===== src/rtl/fp16_pkg.sv =====
// Shared widths, constants and state encoding for the fp16 calculator datapath.
package fp16_pkg;

  localparam int N = 11;
  localparam int E = 5;
  localparam logic [4:0] EXP_MAX = 5'h1F;
  localparam int BIAS = 15;

  typedef enum logic [1:0] {IDLE, SHIFT, DONE} norm_state_t;

endpackage


===== src/rtl/fp16_normalizer.sv =====
// Post-adder normalizer: consumes the adder carry once, then left-shifts one bit per
// cycle until normalized, zero or subnormal, and packs a half-precision result.
//
// state | meaning
// IDLE  | waiting for an operand, in_ready high
// SHIFT | one normalization rule evaluated per cycle
// DONE  | result held with out_valid high until out_ready
module fp16_normalizer
  import fp16_pkg::*;
#(
  parameter int N = fp16_pkg::N,
  parameter int E = fp16_pkg::E
) (
  input  logic           clk,
  input  logic           reset,
  input  logic           in_valid,
  output logic           in_ready,
  input  logic           in_sign,
  input  logic [E-1:0]   in_exp,
  input  logic [N-1:0]   in_sig,
  input  logic           in_cout,
  output logic           out_valid,
  input  logic           out_ready,
  output logic [E+N-1:0] out_result,
  output logic           out_overflow,
  output logic           out_zero
);

  localparam logic [E-1:0] EXP_ALL1 = '1;
  localparam logic [E-1:0] EXP_ONE  = E'(1);

  norm_state_t      state_q, state_d;
  logic             sign_q, sign_d;
  logic             cout_q, cout_d;
  logic [E-1:0]     exp_q, exp_d;
  logic [N-1:0]     sig_q, sig_d;
  logic [E+N-1:0]   res_q, res_d;
  logic             ovf_q, ovf_d;
  logic             zero_q, zero_d;

  logic [E-1:0]     exp_inc;
  logic [N-1:0]     sig_rsh;

  // Right shift reinserts the carry as the new hidden bit; the dropped LSB is truncated.
  assign exp_inc = exp_q + 1'b1;
  assign sig_rsh = {1'b1, sig_q[N-1:1]};

  always_ff @(posedge clk) begin
    if (reset) begin
      state_q <= IDLE;
      sign_q  <= 1'b0;
      cout_q  <= 1'b0;
      exp_q   <= '0;
      sig_q   <= '0;
      res_q   <= '0;
      ovf_q   <= 1'b0;
      zero_q  <= 1'b0;
    end else begin
      state_q <= state_d;
      sign_q  <= sign_d;
      cout_q  <= cout_d;
      exp_q   <= exp_d;
      sig_q   <= sig_d;
      res_q   <= res_d;
      ovf_q   <= ovf_d;
      zero_q  <= zero_d;
    end
  end

  always_comb begin
    state_d = state_q;
    sign_d  = sign_q;
    cout_d  = cout_q;
    exp_d   = exp_q;
    sig_d   = sig_q;
    res_d   = res_q;
    ovf_d   = ovf_q;
    zero_d  = zero_q;
    case (state_q)
      IDLE: begin
        if (in_valid) begin
          state_d = SHIFT;
          sign_d  = in_sign;
          cout_d  = in_cout;
          exp_d   = in_exp;
          sig_d   = in_sig;
          ovf_d   = 1'b0;
          zero_d  = 1'b0;
        end
      end
      SHIFT: begin
        if (cout_q) begin
          cout_d  = 1'b0;
          sig_d   = sig_rsh;
          exp_d   = exp_inc;
          state_d = DONE;
          if (exp_inc == EXP_ALL1) begin
            res_d = {sign_q, EXP_ALL1, {(N-1){1'b0}}};
            ovf_d = 1'b1;
          end else begin
            res_d = {sign_q, exp_inc, sig_rsh[N-2:0]};
          end
        end else if (sig_q == '0) begin
          res_d   = '0;
          zero_d  = 1'b1;
          state_d = DONE;
        end else if (sig_q[N-1]) begin
          res_d   = {sign_q, exp_q, sig_q[N-2:0]};
          state_d = DONE;
        end else if (exp_q <= EXP_ONE) begin
          res_d   = {sign_q, {E{1'b0}}, sig_q[N-2:0]};
          state_d = DONE;
        end else begin
          sig_d = sig_q << 1;
          exp_d = exp_q - 1'b1;
        end
      end
      DONE: begin
        if (out_ready) state_d = IDLE;
      end
      default: state_d = IDLE;
    endcase
  end

  assign in_ready     = (state_q == IDLE);
  assign out_valid    = (state_q == DONE);
  assign out_result   = res_q;
  assign out_overflow = ovf_q;
  assign out_zero     = zero_q;

endmodule

===== config.mk =====
export PLATFORM = sky130hd
export DESIGN_NAME = fp16_normalizer
export DESIGN_NICKNAME = d
export VERILOG_FILES = /design/src/rtl/fp16_pkg.sv /design/src/rtl/fp16_normalizer.sv
export SDC_FILE = /design/constraint.sdc
export NUM_CORES = 1
export LEC_CHECK = 0
export CELL_PAD_IN_SITES_DETAIL_PLACEMENT = 0
export CELL_PAD_IN_SITES_GLOBAL_PLACEMENT = 1
export CORE_MARGIN = 2
export CORE_UTILIZATION = 34
export CTS_BUF_LIST = sky130_fd_sc_hd__clkbuf_16
export CTS_CLUSTER_DIAMETER = 60
export DETAILED_ROUTE_END_ITERATION = 8
export PLACE_DENSITY_LB_ADDON = 0.1
export SYNTH_ARGS = -nofsm -noshare
export SYNTH_HDL_FRONTEND = slang
export SYNTH_SLANG_ARGS = --single-unit

===== constraint.sdc =====
create_clock -name clk -period 1.8 [get_ports clk]
set_clock_uncertainty 0.05 [all_clocks]
set_input_delay 0.36 -clock clk [delete_from_list [all_inputs] [get_ports clk]]
set_output_delay 0.36 -clock clk [all_outputs]
set_load 0.1 [all_outputs]

Yosys cells after proc, flatten, opt, wreduce, memory -nomap -nowiden

Cells that the tools add are included.

$add $sub $neg: 2
$mul: 0
Divide/modulo/power cells: 0
Magnitude comparators: 1
Equality and inequality tests: 13
Shifts and indexed selects: 0
Muxes and demuxes: 33
Bitwise logic cells: 0
Reductions and logical operators: 12

Operators with widths:

| kind                                                                              | count |
|---|---|
| 16-bit two-way mux                                                                | 4 |
| 11-bit two-way mux                                                                | 5 |
| 5-bit two-way mux                                                                 | 5 |
| 11-bit case mux with 2 select lines                                               | 1 |
| 15-bit two-way mux                                                                | 1 |
| 2-bit two-way mux                                                                 | 6 |
| 11-bit logical NOT                                                                | 1 |
| 2-bit != test (second input constant)                                             | 5 |
| 5-bit case mux with 2 select lines                                                | 1 |
| 3-bit != test (second input constant)                                             | 3 |
| 4-bit AND reduction                                                               | 2 |
| 1-bit two-way mux                                                                 | 6 |
| 1-bit case mux with 2 select lines                                                | 3 |
| 2-bit case mux with 3 select lines                                                | 1 |
| 2-bit AND reduction                                                               | 3 |
| 3-bit AND reduction                                                               | 2 |
| 5-bit by 1-bit adder with 5-bit output (second input constant)                    | 1 |
| 5-bit == test (second input constant)                                             | 1 |
| 5-bit by 1-bit less-or-equal comparator with 1-bit output (second input constant) | 1 |
| 5-bit != test (second input constant)                                             | 1 |
| 5-bit AND reduction                                                               | 1 |
| 5-bit by 1-bit subtractor with 5-bit output (second input constant)               | 1 |
| 4-bit nonzero test                                                                | 1 |
| 2-bit by 1-bit == test with 1-bit output (second input constant)                  | 1 |
| other kinds (4)                                                                   | 4 |

Register bits after elaboration: 38
Bits in latches: 0
RAM bits: 0
Memory bits (read-only): 0
Input port bits: 22
Output and inout port bits: 20
Memories: 0

Depth between registers and ports, before layout

Gate-level depths: netlist of the first run.

Depth in word-level cells: 6
Depth in mapped cells: 8
Gate-level depth less buffers: 7

Worst setup path before layout of the first run

OpenSTA, ideal clock, no wires.

Path kind: reg-to-reg
Start point: reg state_q[1]
End point: reg sig_q[10]
Library setup time: 0.091 ns
Arrival time: 2.475 ns
Required time: 1.659 ns
Setup slack: -0.816 ns
Cell stages (with the launch flop): 5
Clock period less this slack: 2.616 ns
Cell sequence: dfxtp_1 -> clkbuf_1 -> nor2_1 -> nand2_1 -> a311oi_1

Cells in the longest elaborated chain, start to end: 3
Elaborated cells on any way between the ends: 7

RTL lines:

| item                                                                 | line                  | text |
|---|---|---|
| from (decl)                                                          | fp16_normalizer.sv:32 | `norm_state_t state_q, state_d;` |
| from (signal assigned)                                               | fp16_normalizer.sv:59 | `state_q <= state_d;` |
| 2-bit logical NOT (*)                                                | n/a                   |  |
| via in_ready                                                         | fp16_normalizer.sv:17 | `output logic in_ready,` |
| 2-bit != test (no source line) or 2-bit nonzero test (tied branches) | n/a                   |  |
| 3-bit AND reduction (no source line)                                 | n/a                   |  |
| to (signal assigned)                                                 | fp16_normalizer.sv:63 | `sig_q <= sig_d;` |
| to (decl)                                                            | fp16_normalizer.sv:36 | `logic [N-1:0] sig_q, sig_d;` |

The timed path passes the listed nets; every way through them passes the cells marked *.
A chain may end at the register's enable or synchronous reset.

Worst setup path in the final report of the first run

Start point: reg sig_q[4]
End point: reg res_q[13], in the netlist out_result[13]

Cells in the longest elaborated chain, start to end: 3
Elaborated cells on any way between the ends: 5

RTL lines:

| item                                                                       | line                   | text |
|---|---|---|
| 11-bit logical NOT (*)                                                     | fp16_normalizer.sv:103 | `end else if (sig_q == '0) begin` |
| 4-bit nonzero test (no source line) or 16-bit two-way mux (tied branches)  | n/a                    |  |
| 2-bit AND reduction (no source line) or 16-bit two-way mux (tied branches) | n/a                    |  |
| to (signal assigned)                                                       | fp16_normalizer.sv:64  | `res_q <= res_d;` |
| to (decl)                                                                  | fp16_normalizer.sv:37  | `logic [E+N-1:0] res_q, res_d;` |

Mark *: on every way between the ends. The rest lies on a longest branch, timed or not.

==> results of run 1 <==
## worst paths after layout
kind	depth (start not counted)	slack, ps	from	endpoint
max	7	40	sig_q[4]$_SDFFE_PP0P_	out_result[13]$_SDFFE_PP0P_
max reg2reg	7	40	sig_q[4]$_SDFFE_PP0P_	out_result[13]$_SDFFE_PP0P_
min	2	430	sign_q$_SDFFE_PP0P_	sign_q$_SDFFE_PP0P_
min reg2reg	2	430	sign_q$_SDFFE_PP0P_	sign_q$_SDFFE_PP0P_
## routing by layer
layer	vias to the layer above	global-route usage, %	wire length, um
li1	1145	-	-
met3	7	3.37	242
met4	0	6.23	89
met2	58	28.5	3000
met5	-	0	0
met1	1033	26.5	3250
## worst max-delay path, cell delays in order (launching register included)
cell and delay [ps]:
dfxtp_2 330, nor4_4 280, nand3_2 190, buf_6 170, a31oi_4 260, clkbuf_16 210
nor2_1 40, nor3_1 150
## power groups by stage
| stage | registers, uW | logic, uW | clock network [uW] |
|---|---|---|---|
| floorplan | 1910 | 1290 | 0 |
| global placement | 1300 | 3120 | 0 |
| detailed placement | 1310 | 3140 | 0 |
| CTS | 1300 | 3190 | 850 |
| global route | 1370 | 3690 | 881 |
| finish | 1340 | 3470 | 833 |
## flip-flops by register name (all words and copies together), names as in the netlist
| signal | flops |
|---|---|
| state_q | 2 |
| out_result | 16 |
| exp_q | 5 |
| sig_q | 11 |
| sign_q | 1 |
| out_overflow | 1 |
| out_zero | 1 |
| cout_q | 1 |
## cells in the final DEF, fill, tap and decap left out, types with 3 or more instances in the layout
| master | count |
|---|---|
| buf_12 | 23 |
| o31ai_1 | 7 |
| clkdlybuf4s50_1 | 21 |
| a221oi_1 | 6 |
| a211oi_1 | 5 |
| a21oi_1 | 32 |
| dfxtp_1 | 34 |
| nand2_1 | 13 |
| clkbuf_16 | 7 |
| buf_4 | 41 |
| nor2b_1 | 11 |
| nor2_1 | 19 |
| dfxtp_2 | 4 |
| a221oi_2 | 4 |
| nand3_1 | 15 |
| nand2b_1 | 3 |
| ha_1 | 4 |
| o32ai_1 | 3 |
| o21ai_0 | 22 |
| nor3_1 | 8 |
| buf_6 | 3 |
| xor2_1 | 3 |
| inv_1 | 5 |
## what timing repair did
| action | CTS | global route |
|---|---|---|
| buffers inserted | 0 | 1 |
| pin swaps | 0 | 5 |
| setup endpoints to repair | 14 | 29 |
| gates resized for setup | 5 | 25 |
| gates cloned | 0 | 3 |
| hold buffers | 0 | 0 |
## through the flow
| step | instances | TNS [ps] | utilization, % | hold slack (ps) | worst slack (ps) |
|---|---|---|---|---|---|
| 3_3_place_gp | 403 | -2100 | 52.0 | 404 | -184 |
| 5_1_grt | 414 | -635 | 57.5 | 465 | -60.6 |
| 3_5_place_dp | 403 | -2940 | 52.0 | 414 | -253 |
| 4_1_cts | 410 | 0 | 54.6 | 421 | 31.6 |
| 2_1_floorplan | 266 | 0 | - | 383 | 13.2 |
| 6_report | 414 | 0 | 57.5 | 429 | 39.1 |
## area by class of cell
class / instances / area (um^2) / area share, %
multi-input cells: 197 / 1340 / 39.2
flip-flops and latches: 38 / 766 / 22.3
clock inverters: 2 / 10.0 / 0.292
well taps: 75 / 93.8 / 2.74
inverters: 6 / 22.5 / 0.657
repair buffers: 91 / 1070 / 31.1
clock buffers: 5 / 125 / 3.65
## kinds of logic (layout without fill, tap and decap cells)
kind of cell               after synthesis  after routing  synth area share, %
AOI/OAI and AO/OA                      102            102                 32.0
and+or+nand+nor                         87             87                 21.1
DFF                                     38             38                 36.1
buffers and inverters                   31            104                 6.71
adders and majority gates                4              4                 2.37
xor gates and xnor gates                 3              3                 1.25
muxes                                    1              1                0.475
==> impl_metrics.py, run 1 <==
metrics = {
    "route": {
        "ant_nets": 0,
        "vias": 2243,
        "drt_pass1_iterations": 4,
        "wl_per_cell_um": 15.9,
        "drt-total-wl_um": 6580,
        "via_per_inst": 5.42,
        "drt-initial-drc-count": 118,
        "drc": 0,
    },
    "timing": {
        "fin_crit_sh_pct": 97.8,
        "finalSetupViolations": 0,
        "slew-limit-headroom_pct": 72.0,
        "period_needed_ps": 1760,
        "tightest_slew_ps": 419,
        "rsz0062_at_grt": "true",
        "finalHoldViolations": 0,
        "slew_violations": 0,
        "max_freq_mhz": 568,
    },
    "floorplan": {
        "io-pin-count": 42,
        "rows": 28,
        "core_area_um2": 5960,
        "dieWidth_um": 82.7,
        "start_util_pct": 35.4,
        "die-area_um2": 6850,
        "fp.dieH_um": 82.7,
    },
    "power": {
        "power.total_uw": 5640,
        "seq_power_share_pct": 23.7,
        "p_switching_uw": 2580,
        "power.density_nw_per_um2": 1650,
        "swShare_pct": 45.7,
        "peakVddDrop_uv": 913,
        "leakage_uw": 0.00133,
        "intPower_uw": 3060,
        "p_clk_share_pct": 14.8,
        "combinationalPowerShare_pct": 61.5,
    },
    "finish": {
        "num_antenna_cells": 0,
        "fin_nets": 365,
        "final_cell_area_um2": 3430,
        "area_growth_pct": 62.6,
        "fill_cells": 566,
        "drive_gt1_share_pct": 30.4,
    },
    "placement": {
        "io_buffers": 41,
        "placed_cell_area_um2": 3100,
        "dp_hpwl_um": 4500,
        "globalplace.congestion": 0.817,
    },
    "grt": {
        "grt-ovfl-total": 0,
        "grt_pass1_wl_um": 9680,
        "grt_pass1_vias": 1994,
        "grt_max_degree": 34,
        "grt_use_total_pct": 18.7,
        "antenna_found_initial": 0,
    },
    "cts": {
        "cts-root-buf": "clkbuf_16",
        "numCtsBuffers": 5,
        "cts_tree": "yes",
        "clk_path_buf_depth": 2,
        "clkSlewWorstSetupHoldPaths_ps": 60,
        "htree_num_levels": 2,
        "cts_sinks": 38,
        "worstSkewPairLatency_ps": 280,
    },
    "synthesis": {
        "ys_seq_area_share_pct": 36.1,
        "synth-seq-cells": 38,
        "yosysMostFrequentCell": "dfxtp_1",
        "synth_warnings": 0,
        "synth_top_area_cell": "dfxtp_1",
        "syn_nets": 292,
        "async_flop_share_pct": 0,
        "synth_area_per_cell_um2": 7.93,
        "synth.area.top_cells": "dfxtp_1, a21oi_1, o21ai_0, a221oi_1, nor2_1",
        "yosys-top-cells-count": "dfxtp_1, a21oi_1, o21ai_0, nor2_1, nand3_1",
        "synth_flop_cell": "dfxtp_1",
        "yosysTopAreaCellShare_pct": 36.1,
        "syn_area_um2": 2110,
        "yosysUniqueCellTypes": 44,
        "synth-edff-count": 0,
        "postSynthCellCount": 266,
    },
    "hold_path": {
        "hold_path_class": "flop to flop",
    },
    "critical_path": {
        "crit_fanout": 6,
        "critPathLaunchType": "flop",
        "crit_type": "flop to flop",
        "arrival_ps": 1920,
        "cp-end-kind": "flop",
        "crit_required_ps": 1960,
    },
    "flow_run": {
        "cap_violations": 0,
    },
    "status": {
        "status": "complete, no violations",
    },
}
No activity file was read; power rests on OpenSTA's default activity.
==> inputs of run 2 (changes only) <==
Settings changed: CORE_UTILIZATION 34 to 41, CTS_CLUSTER_DIAMETER 60 to default, DONT_BUFFER_PORTS from default to 1, SETUP_SLACK_MARGIN from default to 0.15.
==> run 2 against run 1 <==
Global-route usage is 4.0 points higher. Clock-buffer cell count stayed put. Via count is 3.1% lower. Routed wire length is 1.3% lower.
==> impl_metrics.py, run 2 (same netlist as run 1, synthesis figures left out) <==
metrics = {
    "status": {
        "status": "complete, no violations",
    },
    "timing": {
        "fin_crit_sh_pct": 93.2,
        "finalSetupViolations": 0,
        "tightest_slew_ps": 372,
        "rsz0062_at_grt": "true",
        "slew_violations": 0,
        "whs_ps": 87.4,
        "slew-limit-headroom_pct": 75.1,
        "period_needed_ps": 1680,
        "finalHoldViolations": 0,
        "max_freq_mhz": 596,
    },
    "placement": {
        "io_buffers": 0,
        "dp_hpwl_um": 4320,
        "globalplace.congestion": 0.819,
        "dp.cells": 364,
    },
    "critical_path": {
        "arrival_ps": 1840,
        "crit_required_ps": 1960,
        "slowest_delay_ps": 340,
        "slowest_stage": "dfxtp_2",
        "critPathLaunchType": "flop",
        "critPathBufInv": 1,
        "crit_type": "flop to flop",
        "crit_chain": "nor4_4 -> nand3_4 -> a31oi_4 -> clkbuf_16 -> nor2_1 -> nor3_1",
        "crit_fanout": 11,
        "cp-end-kind": "flop",
        "critical_path.top_delay_family": "simple AND/OR/NAND/NOR gates",
    },
    "route": {
        "wl_per_cell_um": 17.4,
        "drt-initial-drc-count": 115,
        "ant_nets": 0,
        "drt-total-wl_um": 6500,
        "vias": 2174,
        "drt_pass1_iterations": 4,
        "via_per_inst": 5.81,
        "drc": 0,
    },
    "floorplan": {
        "dieWidth_um": 75.7,
        "die-area_um2": 5730,
        "rows": 26,
        "io-pin-count": 42,
        "start_util_pct": 41.8,
        "fp.dieH_um": 75.7,
        "core_area_um2": 5040,
    },
    "cts": {
        "post-cts-setup-buffer-count": 0,
        "htree_num_levels": 2,
        "cts-root-buf": "clkbuf_16",
        "numCtsBuffers": 5,
        "cts_tree": "yes",
        "clk_path_buf_depth": 2,
        "cts_sinks": 38,
        "clkSlewWorstSetupHoldPaths_ps": 60,
        "worstSkewPairLatency_ps": 280,
    },
    "grt": {
        "antenna_found_initial": 0,
        "grt_max_degree": 24,
        "grt-ovfl-total": 0,
        "grt_pass1_wl_um": 9790,
        "grt_use_total_pct": 22.7,
        "grt_pass1_vias": 1900,
    },
    "finish": {
        "num_antenna_cells": 0,
        "area_growth_pct": 47.8,
        "drive_gt1_share_pct": 38.8,
        "final_common_cell": "buf_4",
        "fin_nets": 329,
        "fin_cells": 374,
        "final_cell_mix": "buf_4, dfxtp_1, a21oi_1, nor2_1, o21ai_0",
        "largest_reg_flops": 16,
    },
    "power": {
        "leakage_uw": 0.00116,
        "power.density_nw_per_um2": 1840,
        "peakVddDrop_uv": 1040,
    },
    "hold_path": {
        "hold_path_class": "input port to flop",
    },
    "flow_run": {
        "cap_violations": 0,
    },
}
run 2: through the flow:
| stage | cell area, um^2 | power (uW) | setup WS, ps | setup TNS [ps] | utilization (%) |
|---|---|---|---|---|---|
| after floorplan | 2140 | 3220 | 154 | 0 | - |
| after global placement | 2540 | 3950 | 41.8 | 0 | 50.3 |
| after detailed placement | 2540 | 3950 | 23.1 | 0 | 50.3 |
| after CTS | 2850 | 5270 | 119 | 0 | 56.5 |
| after global routing | 3120 | 6040 | -0.681 | -0.681 | 61.8 |
| final | 3120 | 5730 | 122 | 0 | 61.8 |
run 2: layout make-up:
| class | instances | area (um^2) |
|---|---|---|
| fill | 438 | 1930 |
| multi-input combinational | 197 | 1530 |
| sequential | 38 | 773 |
| timing repair buffer | 55 | 504 |
| clock buffer | 5 | 125 |
| tap | 70 | 87.6 |
| clock inverter | 3 | 63.8 |
| inverter | 6 | 27.5 |
run 2: routing by layer:
layer	global-route usage (%)	wire [um]
met2	33.8	2940
met3	5.16	336
met4	5.26	41
met1	33.5	3180
met5	0	0
run 2: what timing repair did:
item / in CTS / in global routing
resized for setup: 27 / 53
pin swaps: 4 / 18
setup endpoints to repair: 31 / 34
hold buffers: 0 / 0
gates cloned: 0 / 2
run 2: power breakdown:
part           leakage (uW)  switching [uW]  internal [uW]
combinational      0.000752            2020           1200
sequential         0.000315             275           1090
clock             0.0000915             353            789
run 2: path summary, 6_finish.rpt:
path	from	endpoint	slack, ps	depth (start not counted)
setup / recovery	sig_q[0]$_SDFFE_PP0P_	out_result[12]$_SDFFE_PP0P_	120	6
hold / removal	reset	state_q[1]$_SDFFE_PP0P_	90	1
setup reg to reg	sig_q[0]$_SDFFE_PP0P_	out_result[12]$_SDFFE_PP0P_	120	6
hold reg to reg	sign_q$_SDFFE_PP0P_	sign_q$_SDFFE_PP0P_	420	2
==> inputs of run 3 (changes only) <==
Settings changed: GPL_TIMING_DRIVEN from default to 0.
==> run 3 against run 2 <==
Routed wire length grew 14%. Sequential power grew 55%. Power grew 2.4%. Largest power group unchanged. Largest cell class unchanged. Core utilization grew 2.2 points. Highest routed layer unchanged.
==> impl_metrics.py, run 3 (same netlist as run 1, synthesis figures left out) <==
metrics = {
    "status": {
        "status": "complete, no violations",
    },
    "critical_path": {
        "slowest_delay_ps": 400,
        "crit_fanout": 10,
        "crit_required_ps": 1900,
        "worst_path_most_repeated_cell": "buf_4",
        "slowest_stage": "dfxtp_4",
        "crit_type": "flop to flop",
        "critical_path.top_delay_family": "compound AO/OA/AOI/OAI gates",
        "cp-end-kind": "flop",
        "critPathLaunchType": "flop",
        "arrival_ps": 1860,
        "critPathBufInv": 3,
        "crit_chain": "buf_4 -> nor2_2 -> o21ai_4 -> a31oi_4 -> buf_4 -> buf_8 -> a21oi_2 -> o32ai_2",
    },
    "floorplan": {
        "core_area_um2": 5040,
        "die-area_um2": 5730,
        "io-pin-count": 42,
        "start_util_pct": 41.8,
        "fp.dieH_um": 75.7,
        "rows": 26,
        "dieWidth_um": 75.7,
    },
    "timing": {
        "whs_ps": 174,
        "slew_violations": 0,
        "slew-limit-headroom_pct": 34.8,
        "rsz0062_at_grt": "true",
        "finalSetupViolations": 0,
        "fin_crit_sh_pct": 98.3,
        "period_needed_ps": 1770,
        "max_freq_mhz": 565,
        "timing.final.ws_setup_ps": 31.3,
        "tightest_slew_ps": 976,
        "finalHoldViolations": 0,
    },
    "grt": {
        "grt_use_total_pct": 25.7,
        "grt_max_degree": 13,
        "grt-ovfl-total": 0,
        "grt_pass1_wl_um": 10800,
        "grt_pass1_vias": 2055,
        "antenna_found_initial": 0,
    },
    "placement": {
        "globalplace.congestion": 0.826,
        "dp_slack_ps": -92.8,
        "dp_hpwl_um": 4520,
        "io_buffers": 0,
    },
    "power": {
        "leakage_uw": 0.00115,
        "peakVddDrop_uv": 803,
        "power.total_uw": 5870,
        "power.density_nw_per_um2": 1820,
    },
    "flow_run": {
        "cap_violations": 0,
    },
    "route": {
        "drt_pass1_iterations": 4,
        "drt-initial-drc-count": 163,
        "wl_per_cell_um": 19.8,
        "drc": 0,
        "via_per_inst": 6.06,
        "ant_nets": 0,
        "vias": 2274,
        "drt-total-wl_um": 7420,
    },
    "cts": {
        "cts-root-buf": "clkbuf_16",
        "clk_path_buf_depth": 2,
        "htree_num_levels": 2,
        "cts_sinks": 38,
        "clkSlewWorstSetupHoldPaths_ps": 60,
        "numCtsBuffers": 5,
        "cts_tree": "yes",
        "worstSkewPairLatency_ps": 280,
    },
    "finish": {
        "fin_nets": 330,
        "drive_gt1_share_pct": 53.4,
        "num_antenna_cells": 0,
        "final_common_cell": "buf_4",
        "largest_reg_flops": 16,
        "final_cell_mix": "buf_4, a21oi_1, dfxtp_2, nor2_1, buf_6",
        "area_growth_pct": 53.1,
    },
    "hold_path": {
        "hold_path_class": "input port to flop",
    },
}
-- run 3: cell count changes in the layout (fill, tap and decap cells not counted), moves of 4 or more --
cell	previous run	this run
clkbuf_1	0	5
nand3_1	15	6
dfxtp_1	32	13
nand3_2	0	8
clkbuf_4	0	4
dfxtp_2	4	20
buf_4	45	23
a221oi_1	9	4
buf_6	5	16
-- run 3: metal layers --
metal / GRT usage (%) / vias to the layer above / part of all wire [%] / wire length [um]
met4: 6.43 / 0 / 1.6 / 119
met2: 41.0 / 84 / 46 / 3440
met5: 0 / - / 0 / 0
met1: 35.4 / 1104 / 45 / 3350
met3: 5.56 / 12 / 6.9 / 509
li1: - / 1074 / - / -
-- run 3: layout make-up --
type	instances	area (um^2)
Inverter	6	30.0
Clock inverter	3	16.3
Timing Repair Buffer	31	270
Sequential cell	38	805
Buffer	25	201
Multi-Input combinational cell	197	1690
Fill cell	420	1820
Tap cell	70	87.6
Clock buffer	5	125
-- run 3: per-stage QoR --
stage | setup TNS (ps) | utilization [%] | area [um^2] | instances
after floorplan | 0 | - | 2140 | 266
after CTS | 0 | 56.2 | 2830 | 364
after detailed placement | -1760 | 44.2 | 2230 | 336
after global routing | -119 | 64.0 | 3230 | 375
final | 0 | 64.0 | 3230 | 375
after global placement | -1980 | 44.2 | 2230 | 336
-- run 3: final timing paths --
path	from	endpoint	slack, ps	cells after the start
setup / recovery	exp_q[1]$_SDFFE_PP0P_	exp_q[3]$_SDFFE_PP0P_	30	8
hold / removal	in_valid	cout_q$_SDFFE_PP0P_	170	2
setup reg to reg	exp_q[1]$_SDFFE_PP0P_	exp_q[3]$_SDFFE_PP0P_	30	8
hold reg to reg	sign_q$_SDFFE_PP0P_	sign_q$_SDFFE_PP0P_	410	2
-- run 3: timing repair --
| item | in CTS | in global routing |
|---|---|---|
| gates resized for setup | 86 | 91 |
| endpoints found under the setup margin | 51 | 48 |
| gates cloned | 4 | 1 |
| pin swaps | 24 | 19 |
| buffers inserted | 16 | 10 |
| hold buffers | 0 | 0 |
-- run 3: power breakdown --
| part | switching [uW] | internal (uW) | total (uW) |
|---|---|---|---|
| Sequential | 999 | 1120 | 2120 |
| Clock | 373 | 506 | 879 |
| Combinational | 1570 | 1300 | 2870 |
